### src/rtl/fifo_pkg.sv
// Shared constants and state encoding for the FIFO reader block.
package fifo_pkg;

  localparam int unsigned DefDw       = 32;
  localparam int unsigned DefBurstLen = 8;

  typedef enum logic [1:0] {
    IDLE  = 2'd0,
    RUN   = 2'd1,
    FLUSH = 2'd2
  } state_e;

endpackage

### src/rtl/fifo_reader_skid.sv
// Two-entry in-order output buffer; slot0 is always the head. Empty slots hold zero.
module fifo_reader_skid #(
  parameter int unsigned DW = 32
) (
  input  logic          clk,
  input  logic          rst_n,
  input  logic          push,
  input  logic [DW-1:0] push_data,
  input  logic          pop,
  input  logic          clear,
  output logic [1:0]    occupancy,
  output logic [DW-1:0] head_data
);

  logic [1:0]    occ_q, occ_d;
  logic [DW-1:0] slot0_q, slot0_d, slot1_q, slot1_d;
  logic          pop_ok, push_ok;

  assign pop_ok  = pop && (occ_q != 2'd0);
  // A full buffer only accepts a word when the head leaves in the same cycle.
  assign push_ok = push && ((occ_q != 2'd2) || pop_ok);

  always_comb begin
    occ_d   = occ_q;
    slot0_d = slot0_q;
    slot1_d = slot1_q;
    if (clear) begin
      occ_d   = 2'd0;
      slot0_d = '0;
      slot1_d = '0;
    end else begin
      case ({push_ok, pop_ok})
        2'b01: begin
          slot0_d = slot1_q;
          slot1_d = '0;
          occ_d   = occ_q - 2'd1;
        end
        2'b10: begin
          if (occ_q == 2'd0) slot0_d = push_data;
          else               slot1_d = push_data;
          occ_d = occ_q + 2'd1;
        end
        2'b11: begin
          if (occ_q == 2'd1) begin
            slot0_d = push_data;
          end else begin
            slot0_d = slot1_q;
            slot1_d = push_data;
          end
        end
        default: ;
      endcase
    end
  end

  always_ff @(posedge clk) begin
    if (!rst_n) begin
      occ_q   <= 2'd0;
      slot0_q <= '0;
      slot1_q <= '0;
    end else begin
      occ_q   <= occ_d;
      slot0_q <= slot0_d;
      slot1_q <= slot1_d;
    end
  end

  assign occupancy = occ_q;
  assign head_data = slot0_q;

endmodule

### src/rtl/fifo_reader.sv
// Drains a FIFO with 1-cycle read latency into a valid/ready stream with burst framing.
// Define FIFO_READER_CNT_EN to add the word_cnt delivered-word counter output.
module fifo_reader
  import fifo_pkg::*;
#(
  parameter int unsigned DW        = DefDw,
  parameter int unsigned BURST_LEN = DefBurstLen
) (
  input  logic          clk,
  input  logic          rst_n,
  input  logic          fifo_empty,
  input  logic [DW-1:0] fifo_rdata,
  output logic          fifo_r_en,
  output logic          m_valid,
  input  logic          m_ready,
  output logic [DW-1:0] m_data,
  output logic          m_last,
  input  logic          flush,
  output logic          busy
`ifdef FIFO_READER_CNT_EN
  ,
  output logic [15:0]   word_cnt
`endif
);

  localparam logic [7:0] LastBeat = 8'(BURST_LEN - 1);

  state_e     state_q;
  logic       inflight_q;
  logic [7:0] beat_q;
  logic [1:0] occupancy;
  logic       pop, push;

  assign m_valid = (occupancy != 2'd0);
  assign pop     = m_valid & m_ready;
  assign m_last  = m_valid && (beat_q == LastBeat);
  assign busy    = (state_q != IDLE);

  // Buffered plus returning words must never exceed the two buffer slots.
  always_comb begin
    fifo_r_en = 1'b0;
    if (rst_n && !fifo_empty && !flush && (state_q != FLUSH)) begin
      fifo_r_en = (({1'b0, occupancy} + {2'b00, inflight_q} - {2'b00, pop}) < 3'd2);
    end
  end

  // Data returning during a flush request or the FLUSH cycle is dropped.
  assign push = inflight_q & ~flush & (state_q != FLUSH);

  fifo_reader_skid #(
    .DW(DW)
  ) u_skid (
    .clk      (clk),
    .rst_n    (rst_n),
    .push     (push),
    .push_data(fifo_rdata),
    .pop      (pop),
    .clear    (flush),
    .occupancy(occupancy),
    .head_data(m_data)
  );

  always_ff @(posedge clk) begin
    if (!rst_n) begin
      state_q    <= IDLE;
      inflight_q <= 1'b0;
      beat_q     <= 8'd0;
    end else if (flush) begin
      state_q    <= FLUSH;
      inflight_q <= 1'b0;
      beat_q     <= 8'd0;
    end else begin
      inflight_q <= fifo_r_en;
      if (pop) beat_q <= (beat_q == LastBeat) ? 8'd0 : beat_q + 8'd1;
      unique case (state_q)
        IDLE:    if (!fifo_empty) state_q <= RUN;
        RUN:     if ((occupancy == 2'd0) && !inflight_q && fifo_empty) state_q <= IDLE;
        FLUSH:   state_q <= IDLE;
        default: state_q <= IDLE;
      endcase
    end
  end

`ifdef FIFO_READER_CNT_EN
  always_ff @(posedge clk) begin
    if (!rst_n || flush) word_cnt <= 16'd0;
    else if (pop)        word_cnt <= word_cnt + 16'd1;
  end
`endif

endmodule

### config.mk
export PLATFORM = sky130hd
export DESIGN_NAME = fifo_reader
export DESIGN_NICKNAME = d
export VERILOG_FILES = /design/src/rtl/fifo_pkg.sv /design/src/rtl/fifo_reader_skid.sv /design/src/rtl/fifo_reader.sv
export SDC_FILE = /design/constraint.sdc
export NUM_CORES = 1
export LEC_CHECK = 0
export CORE_UTILIZATION = 55
export CTS_BUF_LIST = sky130_fd_sc_hd__clkbuf_4
export CTS_CLUSTER_DIAMETER = 200
export CTS_CLUSTER_SIZE = 25
export DETAILED_ROUTE_END_ITERATION = 16
export DONT_BUFFER_PORTS = 1
export PLACE_DENSITY = 0.71
export SLEW_MARGIN = 40
export SYNTH_ARGS = -nofsm -noshare
export SYNTH_HDL_FRONTEND = slang
export SYNTH_SLANG_ARGS = --single-unit
export TNS_END_PERCENT = 50
### constraint.sdc
create_clock -name clk -period 4.1 [get_ports clk]
set_clock_uncertainty 0.1 [all_clocks]
set_input_delay 0 -clock clk [delete_from_list [all_inputs] [get_ports clk]]
set_output_delay 0 -clock clk [all_outputs]
set_load 0.1 [all_outputs]
==> results of run 1 <==
==> cell usage after synthesis, types with 3 or more instances <==
library cell,instances,area share [%]
sky130_fd_sc_hd__dfxtp_1,77,44
sky130_fd_sc_hd__nand3_1,35,5.0
sky130_fd_sc_hd__xnor2_1,4,1.0
sky130_fd_sc_hd__nand2_1,37,4.0
sky130_fd_sc_hd__a311oi_1,32,8.0
sky130_fd_sc_hd__a22oi_1,32,6.9
sky130_fd_sc_hd__nor2_1,6,0.64
sky130_fd_sc_hd__or4_1,4,0.86
sky130_fd_sc_hd__nor2b_1,3,0.54
sky130_fd_sc_hd__buf_2,19,2.7
sky130_fd_sc_hd__inv_1,5,0.54
sky130_fd_sc_hd__a21oi_1,38,5.4
sky130_fd_sc_hd__ha_1,8,2.9
sky130_fd_sc_hd__a211oi_1,33,7.1
sky130_fd_sc_hd__clkbuf_1,22,2.4
sky130_fd_sc_hd__o31ai_1,4,0.86
sky130_fd_sc_hd__nand2b_1,3,0.54
==> layout make-up <==
cell class                      instances  share of cell area (%)
Timing Repair Buffer                   50                   11.83
Clock buffer                           12                   2.173
Multi-Input combinational cell        261                   43.30
Sequential cell                        77                   38.14
Tap cell                               75                   2.263
Inverter                                6                  0.5431
Clock inverter                          4                   1.750
==> worst max path at each step <==
| stage | endpoint | cells past startpoint | slack [ps] | start |
|---|---|---|---|---|
| after detailed placement | u_skid.slot1_q[21] | 10 | 870 | u_skid.occupancy[1] |
| final | u_skid.slot1_q[21] | 10 | 820 | u_skid.occupancy[1] |
| after global routing | fifo_r_en | 11 | 590 | u_skid.occupancy[1] |
| after CTS | u_skid.slot1_q[27] | 10 | 820 | u_skid.occupancy[1] |
| after global placement | u_skid.slot1_q[29] | 10 | 980 | u_skid.occupancy[0] |
| after floorplan | m_last | 2 | 280 | beat_q[3] |
==> placed cells by master, fill, tap and decap left out, types with 2 or more instances in the layout <==
cell type                        n
sky130_fd_sc_hd__a22oi_1        32
sky130_fd_sc_hd__a21oi_1        38
sky130_fd_sc_hd__clkbuf_4       12
sky130_fd_sc_hd__or2_2           2
sky130_fd_sc_hd__dfxtp_1        45
sky130_fd_sc_hd__inv_1           5
sky130_fd_sc_hd__dfxtp_2        32
sky130_fd_sc_hd__or4_1           4
sky130_fd_sc_hd__bufinv_16       2
sky130_fd_sc_hd__o31ai_1         4
sky130_fd_sc_hd__o21ai_0         2
sky130_fd_sc_hd__nand2_1        37
sky130_fd_sc_hd__nor2_1          5
sky130_fd_sc_hd__dlygate4sd3_1  39
sky130_fd_sc_hd__a311oi_1       32
sky130_fd_sc_hd__xnor2_1         4
sky130_fd_sc_hd__nand2b_1        2
sky130_fd_sc_hd__ha_1            8
sky130_fd_sc_hd__nand3_1        35
sky130_fd_sc_hd__a211oi_1       33
sky130_fd_sc_hd__buf_4          10
==> report_power, final <==
| part | total, mW | switching, mW | internal [mW] |
|---|---|---|---|
| Combinational | 0.145 | 0.0897 | 0.0554 |
| Sequential | 0.805 | 0.0483 | 0.757 |
| Clock | 0.533 | 0.265 | 0.268 |
| Total | 1.48 | 0.403 | 1.08 |
==> critical path, stage by stage, from the launching register on <==
cell and delay [ps]:
sky130_fd_sc_hd__dfxtp_1 390, sky130_fd_sc_hd__inv_1 110, sky130_fd_sc_hd__ha_1 340, sky130_fd_sc_hd__nand2b_4 320, sky130_fd_sc_hd__nand2_1 90, sky130_fd_sc_hd__and3_1 200, sky130_fd_sc_hd__ha_1 290, sky130_fd_sc_hd__a221oi_4 740
sky130_fd_sc_hd__buf_4 350, sky130_fd_sc_hd__nand3_1 110, sky130_fd_sc_hd__a21oi_1 160
==> per-layer routing <==
layer  part of all wire [%]  wire length [um]
met1                     42              3690
met2                     48              4261
met3                    9.2               812
met4                    1.0                90
met5                      0                 0
==> stage by stage <==
stage               area (um2)  hold WS [ps]
finish                    4146         51.32
global route              4146         64.60
CTS                       4141         48.72
detailed placement        3588       -0.5879
global placement          3547        -2.990
floorplan                 3498        -5.265
==> cells by family after synthesis <==
kind of cell             synth area share [%]
buffers and inverters                   5.937
AO/OA/AOI/OAI                           30.76
multiplexers                           0.5723
adder cells (fa/ha/maj)                 3.434
AND/OR/NAND/NOR                         13.98
flip-flops                              44.06
XOR/XNOR                                1.252
==> flip-flops by register name, indices dropped and copies added (netlist names) <==
register and cells:
inflight_q 1, beat_q 8, u_skid.head_data 32, u_skid.occupancy 2, u_skid.slot1_q 32, state_q 2
==> results.md, run 1 <==
* Final total power at 1.483 mW
* Post-synth EDFFs at 0
* Finished Core Util at 68.81%
* Synthesized net count at 433
* Vias in the first global route at 2875
* CTS Root Cell: sky130_fd_sc_hd__clkbuf_4
* Synth Flop Type: sky130_fd_sc_hd__dfxtp_1
* Via density per instance at 6.565
* Fraction of registers with async set or reset after synthesis at 0%
* Die height at 81.76 um
* Worst max-slew margin expressed relative to the limit at 43.17%
* Total standard cell area after synthesis at 3498 um2
* Global-route wire length before repair at 14100 um
* Total routing usage reported by global routing at 27.64%
* Remaining number of nets flagged by the antenna check after routing at 0
* Post-layout worst setup margin at 822.4 ps
* Reg-to-reg setup timing slack at 820 ps
* # diodes at 0
* H-Tree Depth at 3
* Worst hold path class: in2reg
* Critical path endpoint category: flop
* Final-stage net count at 451
* Fraction of layout cells with a size suffix above 1 at 17.80%
* DRC violations left at 0
* Final hold viol count at 0
* Syn avg cell area at 9.040 um2
* Count of cell types in the netlist at 38
* Setup repair after global routing missed its margin: false
* Starting Density at 58.06%
* Global route overflow at 0
* Row count at 28
* Slew at the pin closest to its max-slew limit at 851.6 ps
* Total leakage power at 1.275 nW
* Full die area at 6684 um2
* Data arrival time of the critical path at 3530 ps
* CTS Sinks at 77
* Die width at 81.76 um
* Routability Congestion at 0.7968
* Count of final max-slew check failures at 0
* Post-DP HPWL at 5056 um
* Latest clock arrival within the worst-skew pair at 420 ps
* Hold buffers post-CTS at 39
* Worst EP required at 4360 ps
* Detailed router's first-iteration violation count at 333
* Antenna violations before repair at 0
* Core area at 6026 um2
* Met1 track utilization from global routing at 35.60%
* Layout overhead on the synthesized area at 18.53%
* Instance count after placement with tap cells included at 430
* Setup tns final at 0 ps
* Fraction of the yosys area taken by sequential cells at 44.06%
* Layer with the highest usage after global routing: met2
* Max frequency at 0.3051 GHz
* Setup fix buffers added after clock tree synthesis at 0
* Outcome: finished clean
* Shortest period the worst path allows at 3278 ps
* Final instance count without filler cells at 485
* Total wire length after detailed routing at 8855 um
* Peak supply drop at 0.0002222 V
* Sequential cell area at 1582 um2
* Io pins at 73
* Power density cells at 357.6 nW/um2
* Worst hold path depth at 3
* Worst slack at placement at 865.3 ps
* Maximum number of pins on one net before global-route repair at 72
* Startpoint type of the worst setup path: flop
* TritonCTS clock tree: yes
* Number of clock buffers inserted by TritonCTS at 9
* CTS clock-pin slew for the worst setup and hold paths at 120 ps
* Reg2reg path depth at 10
* Met2 capacity usage during global routing at 44.46%
* Count of maximum capacitance violations at 0
* Fill count at 478
* Tcrit/Tclk final at 79.94%
* Resize count post-CTS at 0
* End point of the worst hold path: inflight_q
* Setup-failing EPs final at 0
* Met3 GRT Util at 8.556%
* Flip-flop and latch count after synthesis at 77
* Synthesized instance count at 387
* Quantity of I/O buffers inserted on ports at 0
* Routed vias at 3184
* Wirelength per Cell at 18.26 um
* Critical path start-end classification: reg2reg
* Hold Startpoint: rst_n
* Detailed-router iteration count before antenna repair at 5
* Largest driver fanout on the critical path at 17
* Endpoint of the most critical register-to-register path: u_skid.slot1_q[21]
* Startpoint of the lowest-slack register-to-register path: u_skid.occupancy[1]
* Yosys warning count at 0
* Total area of multi-input combinational cells at 1795 um2
* Number of buffers between clock root and the deepest sink at 2
Note: power is estimated with default switching activity, not from simulation.
==> run 2, diff against run 1 <==
- clock period: 4.1 -> 3.2 ns (I/O delays scaled with it)
==> run 2 against run 1 <==
Global-route usage rose by 1.2 points. Largest cell class unchanged. Sequential power grew 21%. Critical path type is now reg2out. Via count rose by 4.3%. Critical endpoint is now fifo_r_en. Setup slack lost 600 ps.
==> results.md, run 2 (same netlist as run 1, synthesis figures left out) <==
* Outcome: finished clean (unchanged)
* Total leakage power at 1.438 nW (was 1.275 nW)
* Data arrival time of the critical path at 2880 ps (was 3530 ps)
* Total routing usage reported by global routing at 28.86% (was 27.64%)
* Starting Density at 58.06% (unchanged)
* Critical path's largest stage delay at 460 ps (was 740 ps)
* Routed vias at 3322 (was 3184)
* Number of buffers between clock root and the deepest sink at 2 (unchanged)
* Die height at 81.76 um (unchanged)
* Routability Congestion at 0.7827 (was 0.7968)
* Worst EP required at 3100 ps (was 4360 ps)
* TritonCTS clock tree: yes (unchanged)
* CTS Sinks at 77 (unchanged)
* Reg-to-reg setup timing slack at 410 ps (was 820 ps)
* Layout overhead on the synthesized area at 25.50% (was 18.53%)
* Latest clock arrival within the worst-skew pair at 410 ps (was 420 ps)
* Core area at 6026 um2 (unchanged)
* Critical path endpoint category: primary output (was flop)
* Critical path start-end classification: reg2out (was reg2reg)
* Tcrit/Tclk final at 92.98%
* Antenna violations before repair at 0 (unchanged)
* Global-route wire length before repair at 14820 um (was 14100 um)
* Row count at 28 (unchanged)
* Psw at 0.5285 mW (was 0.4028 mW)
* H-Tree Depth at 3 (unchanged)
* Final cell area excluding filler cells at 4390 um2 (was 4146 um2)
* Power density cells at 431.8 nW/um2 (was 357.6 nW/um2)
* Peak supply drop at 0.0003546 V (was 0.0002222 V)
* Number of clock buffers inserted by TritonCTS at 9 (unchanged)
* Setup tns final at 0 ps (unchanged)
* Startpoint of the lowest-slack register-to-register path: u_skid.occupancy[1] (unchanged)
* Most frequent standard cell in the layout excluding fill and tap cells: sky130_fd_sc_hd__dfxtp_1 (unchanged)
* Start point of the critical path: u_skid.occupancy[1] (unchanged)
* Via density per instance at 6.401 (was 6.565)
* Total wire length after detailed routing at 9451 um (was 8855 um)
* Setup repair after global routing missed its margin: false (unchanged)
* DRC violations left at 0 (unchanged)
* Slowest stage cell on the critical path: sky130_fd_sc_hd__dfxtp_1 (was sky130_fd_sc_hd__a221oi_4)
* Worst max-slew margin expressed relative to the limit at 54.03% (was 43.17%)
* Endpoint of the most critical register-to-register path: u_skid.slot1_q[24] (was u_skid.slot1_q[21])
* # diodes at 0 (unchanged)
* Wirelength per Cell at 18.21 um (was 18.26 um)
* Global route overflow at 0 (unchanged)
* CTS Root Cell: sky130_fd_sc_hd__clkbuf_4 (unchanged)
* Post-DP HPWL at 5272 um (was 5056 um)
* Worst Setup EP: fifo_r_en (was u_skid.slot1_q[21])
* Crit-path leading delay family: adder cells (was compound AO/OA/AOI/OAI gates)
* Quantity of I/O buffers inserted on ports at 0 (unchanged)
* CTS clock-pin slew for the worst setup and hold paths at 120 ps (about the same)
* Share of total power in the clock network at 34.8% (was 35.9%)
* Final total power at 1.896 mW (was 1.483 mW)
* Reg2reg path depth at 9 (was 10)
* Max frequency at 0.3361 GHz
* Die width at 81.76 um (unchanged)
* Relative contribution of combinational cells to total power at 13.9% (was 9.8%)
* Count of maximum capacitance violations at 0 (unchanged)
* Worst path cell trace: inv_1 -> ha_4 -> nand2b_4 -> inv_2 -> ha_1 -> nand2b_1 -> fa_1 -> xnor2_1 -> nand4b_1 -> nor2_2 -> buf_12 (was inv_1 -> ha_1 -> nand2b_4 -> nand2_1 -> and3_1 -> ha_1 -> a221oi_4 -> buf_4 -> nand3_1 -> a21oi_1)
* Largest driver fanout on the critical path at 7 (was 17)
* Shortest period the worst path allows at 2975 ps
* Highest-count cells in the layout ignoring fill and taps: sky130_fd_sc_hd__dfxtp_1, sky130_fd_sc_hd__buf_4, sky130_fd_sc_hd__a21oi_1 (was sky130_fd_sc_hd__dfxtp_1, sky130_fd_sc_hd__dlygate4sd3_1, sky130_fd_sc_hd__a21oi_1)
* Fraction of layout cells with a size suffix above 1 at 17.12% (was 17.80%)
* Hold slack at 10.40 ps (was 51.32 ps)
* Detailed router's first-iteration violation count at 294 (was 333)
* Setup-failing EPs final at 0 (unchanged)
* Remaining number of nets flagged by the antenna check after routing at 0 (unchanged)
* Cell internal power dissipation at 1.367 mW (was 1.080 mW)
* Io pins at 73 (unchanged)
* Maximum number of pins on one net before global-route repair at 56 (was 72)
* Final-stage net count at 485 (was 451)
* Final hold viol count at 0 (unchanged)
* Slew at the pin closest to its max-slew limit at 689.6 ps (was 851.6 ps)
* Number of gates on the worst path with buffers counted at 11 (was 10)
* Vias in the first global route at 3093 (was 2875)
* Worst hold path class: in2reg (unchanged)
* Detailed-router iteration count before antenna repair at 5 (unchanged)
* Placed standard-cell area at 3836 um2 (was 3588 um2)
* Sw Share at 27.88% (was 27.16%)
* Sequential Power Share at 51.3% (was 54.3%)
* Startpoint type of the worst setup path: flop (unchanged)
* Buffers & Inverters on Critical Path at 3 (was 2)
* Count of final max-slew check failures at 0 (unchanged)
* Full die area at 6684 um2 (unchanged)
[run 2: changes by cell type in the layout (fill, tap and decap cells not counted), sizes merged]
cell | previous run | this run
clkinvlp | 0 | 1
buf | 10 | 47
dlygate4sd3 | 39 | 37
clkbuf | 13 | 9
inv | 6 | 7
clkinv | 2 | 3
[run 2: layout make-up]
| type | count | area (um2) |
|---|---|---|
| clock buffer | 9 | 67.56 |
| clock inverter | 7 | 88.84 |
| fill | 439 | 1635 |
| inverter | 6 | 22.52 |
| multi-input combinational | 261 | 1815 |
| sequential | 77 | 1541 |
| tap | 75 | 93.84 |
| timing repair buffer | 84 | 760.7 |
[run 2: repair_timing]
action	CTS	global route
setup endpoints to repair	1	1
hold buffers	37	0
resized for setup	1	1
pin swaps	0	0
hold endpoints to repair	75	0
buffers inserted	0	2
gates cloned	0	0
[run 2: worst min path at each step]
stage	start	endpoint	slack [ps]	cells past startpoint
floorplan	fifo_empty	state_q[0]	-5	1
global placement	fifo_empty	state_q[0]	-2	1
detailed placement	fifo_empty	state_q[0]	10	1
CTS	rst_n	beat_q[2]	20	2
global route	rst_n	inflight_q	40	2
finish	rst_n	u_skid.occupancy[0]	10	2
[run 2: worst reg2reg max path, delay by kind of cell, from the launching register on]
| family | cells | cell delay (ps) |
|---|---|---|
| simple gates | 5 | 1310 |
| flops | 1 | 460 |
| fa+ha+maj | 2 | 570 |
| compound gates | 1 | 160 |
| buf+inv | 1 | 130 |
[run 2: power by group through the flow]
stage	Sequential (mW)	Clock [mW]	Combinational, mW
detailed placement	0.995	0	0.213
CTS	0.973	0.661	0.258
finish	0.973	0.659	0.263
floorplan	1.05	0	0.113
global route	0.975	0.710	0.275
global placement	0.994	0	0.211
[run 2: metrics by stage]
stage          utilization, %  cells  worst slack, ps
6_report                72.86    519            224.6
5_1_grt                 72.86    519            1.185
4_1_cts                 72.45    517            79.01
3_5_place_dp            63.66    464            288.5
3_3_place_gp            63.58    464            407.3
2_1_floorplan               -    387           -418.5
[run 2: per-layer routing]
metal | wire length, um | share of wire (%) | GRT usage, %
met2 | 4667 | 49 | 46.45
met5 | 0 | 0 | 0
met3 | 802 | 8.5 | 6.556
met4 | 124 | 1.3 | 12.63
met1 | 3857 | 41 | 36.80
==> run 3, diff against run 2 <==
--- a/constraint.sdc
+++ b/constraint.sdc
@@ -3,3 +3,3 @@
 set_input_delay 0 -clock clk [delete_from_list [all_inputs] [get_ports clk]]
 set_output_delay 0 -clock clk [all_outputs]
-set_load 0.1 [all_outputs]
+set_load 0.02 [all_outputs]
==> run 3 against run 2 <==
Setup slack better by 18 ps. Routed wire length down 4.4%. Sequential share of layout area up 3.1 points. Fmax up 0.62%. Clock power down 22%. Global-route usage down 1.0 points. Largest cell class unchanged. Sequential cell count unchanged. Sequential power up 1%. Die area unchanged. Core utilization down 5.9 points. First-iteration DRC count down 24%.
==> results.md, run 3 (same netlist as run 1, synthesis figures left out) <==
* # diodes at 0 (unchanged)
* Final hold viol count at 0 (unchanged)
* DRC violations left at 0 (unchanged)
* Setup fix buffers added after clock tree synthesis at 0 (unchanged)
* Most frequent standard cell in the layout excluding fill and tap cells: sky130_fd_sc_hd__dfxtp_1 (unchanged)
* Worst hold path class: in2reg (unchanged)
* Total wire length after detailed routing at 9038 um (was 9451 um)
* Worst max-slew margin expressed relative to the limit at 54.07% (was 54.03%)
* Vias in the first global route at 2940 (was 3093)
* Full die area at 6684 um2 (unchanged)
* Io pins at 73 (unchanged)
* Highest-count cells in the layout ignoring fill and taps: sky130_fd_sc_hd__dfxtp_1, sky130_fd_sc_hd__a21oi_1, sky130_fd_sc_hd__nand2_1, sky130_fd_sc_hd__dlygate4sd3_1, sky130_fd_sc_hd__nand3_1 (was sky130_fd_sc_hd__dfxtp_1, sky130_fd_sc_hd__buf_4, sky130_fd_sc_hd__a21oi_1)
* Post-DP HPWL at 5230 um (was 5272 um)
* Placed standard-cell area at 3550 um2 (was 3836 um2)
* H-Tree Depth at 3 (unchanged)
* Count of maximum capacitance violations at 0 (unchanged)
* Count of final max-slew check failures at 0 (unchanged)
* Critical path endpoint category: primary output (unchanged)
* Latest clock arrival within the worst-skew pair at 400 ps (was 410 ps)
* Detailed router's first-iteration violation count at 222 (was 294)
* Peak supply drop at 0.0002671 V (was 0.0003546 V)
* Tcrit/Tclk final at 92.41% (was 92.98%)
* CTS clock-pin slew for the worst setup and hold paths at 120 ps (about the same)
* Worst EP required at 3100 ps (about the same)
* Number of clock buffers inserted by TritonCTS at 9 (unchanged)
* Die width at 81.76 um (unchanged)
* Maximum number of pins on one net before global-route repair at 39 (was 56)
* Shortest period the worst path allows at 2957 ps (was 2975 ps)
* Layout overhead on the synthesized area at 15.41% (was 25.50%)
* Global route overflow at 0 (unchanged)
* Wirelength per Cell at 18.60 um (was 18.21 um)
* Remaining number of nets flagged by the antenna check after routing at 0 (unchanged)
* Detailed-router iteration count before antenna repair at 5 (unchanged)
* Psw at 0.4524 mW (was 0.5285 mW)
* Routability Congestion at 0.7553 (was 0.7827)
* Setup tns final at 0 ps (unchanged)
* Setup repair after global routing missed its margin: false (unchanged)
* Starting Density at 58.06% (unchanged)
* Slowest stage cell on the critical path: sky130_fd_sc_hd__dfxtp_1 (unchanged)
* Data arrival time of the critical path at 2860 ps (was 2880 ps)
* Share of total power in the clock network at 30.8% (was 34.8%)
* Outcome: finished clean (unchanged)
* Critical path's largest stage delay at 390 ps (was 460 ps)
* Routed vias at 3131 (was 3322)
* Total routing usage reported by global routing at 27.85% (was 28.86%)
* Total leakage power at 1.222 nW (was 1.438 nW)
* Global-route wire length before repair at 14250 um (was 14820 um)
* Largest driver fanout on the critical path at 17 (was 7)
* Fraction of layout cells with a size suffix above 1 at 10.46% (was 17.12%)
* Fill count at 515 (was 439)
* Cell internal power dissipation at 1.225 mW (was 1.367 mW)
* Critical path start-end classification: reg2out (unchanged)
* Via density per instance at 6.442 (was 6.401)
* Final cell area excluding filler cells at 4038 um2 (was 4390 um2)
* Die height at 81.76 um (unchanged)
* Row count at 28 (unchanged)
* TritonCTS clock tree: yes (unchanged)
* Max frequency at 0.3382 GHz (was 0.3361 GHz)
* Power density cells at 415.5 nW/um2 (was 431.8 nW/um2)
* Sequential Power Share at 58.7% (was 51.3%)
* CTS Sinks at 77 (unchanged)
* Sw Share at 26.96% (was 27.88%)
* Hold slack at 81.71 ps (was 10.40 ps)
* Core area at 6026 um2 (unchanged)
* Setup-failing EPs final at 0 (unchanged)
* CTS Root Cell: sky130_fd_sc_hd__clkbuf_4 (unchanged)
* Relative contribution of combinational cells to total power at 10.5% (was 13.9%)
* Startpoint type of the worst setup path: flop (unchanged)
* Number of buffers between clock root and the deepest sink at 2 (unchanged)
* Final-stage net count at 452 (was 485)
* Antenna violations before repair at 0 (unchanged)
* Slew at the pin closest to its max-slew limit at 689.0 ps (was 689.6 ps)
* Quantity of I/O buffers inserted on ports at 0 (unchanged)
* Worst path cell trace: inv_1 -> ha_2 -> nand2b_4 -> inv_2 -> ha_1 -> nand2b_1 -> fa_1 -> xnor2_1 -> nand4b_1 -> nor2_1 -> buf_4 (was inv_1 -> ha_4 -> nand2b_4 -> inv_2 -> ha_1 -> nand2b_1 -> fa_1 -> xnor2_1 -> nand4b_1 -> nor2_2 -> buf_12)
## run 3: changes by cell type in the layout (fill, tap and decap cells not counted), sizes merged
cell,previous run,this run
buf,47,14
inv,7,6
bufinv,2,0
clkbuf,9,12
## run 3: worst max-delay path: cells and delay by family (launching register included)
kind                     cells  cell delay (ps)
AND/OR/NAND/NOR              4              660
flip-flops                   1              390
adder cells (fa/ha/maj)      3              910
buffers and inverters        3              320
XOR/XNOR                     1              170
## run 3: worst paths after layout
kind                                           from  slack [ps]  cells past startpoint                   end
worst min register to register           state_q[1]         360                      1            state_q[0]
worst max register to register  u_skid.occupancy[1]         290                     10  u_skid.head_data[19]
worst min-delay path                          rst_n          80                      2            inflight_q
worst max-delay path            u_skid.occupancy[1]         240                     11             fifo_r_en
## run 3: layer usage
metal	track usage, %	up-vias	part of all wire, %
met3	6.778	13	7.1
met4	11.75	0	1.4
li1	-	1518	-
met5	0	-	0
met2	44.55	106	48
met1	35.64	1494	43
## run 3: timing repair
action | in CTS | in global routing
hold endpoints to repair | 75 | 0
setup endpoints to repair | 0 | 2
gates resized for setup | 0 | 1
hold buffers | 37 | 0
## run 3: per-stage QoR
step | power [mW] | cells | util [%] | setup slack, ps
6_report | 1.678 | 486 | 67.01 | 242.9
5_1_grt | 1.742 | 486 | 67.01 | 46.72
4_1_cts | 1.686 | 486 | 66.96 | 121.9
3_5_place_dp | 1.137 | 433 | 58.91 | 270.0
3_3_place_gp | 1.135 | 433 | 58.80 | 375.4
2_1_floorplan | 1.105 | 387 | - | 550.9
## run 3: area by class of cell
cell class              instances  area (um2)  area share (%)
clock buffers                  12       90.09           2.231
repair buffers                 51       475.5           11.78
multi-input cells             261        1789           44.31
flip-flops and latches         77        1541           38.18
well taps                      75       93.84           2.324
inverters                       6       22.52          0.5578
clock inverters                 4       25.02          0.6198
## run 3: power by group through the flow
stage	combinational, mW	clock [mW]	sequential [mW]
after floorplan	0.101	0	1.00
after global placement	0.128	0	1.01
after detailed placement	0.130	0	1.01
after CTS	0.174	0.527	0.985
after global routing	0.189	0.565	0.987
final	0.176	0.517	0.985
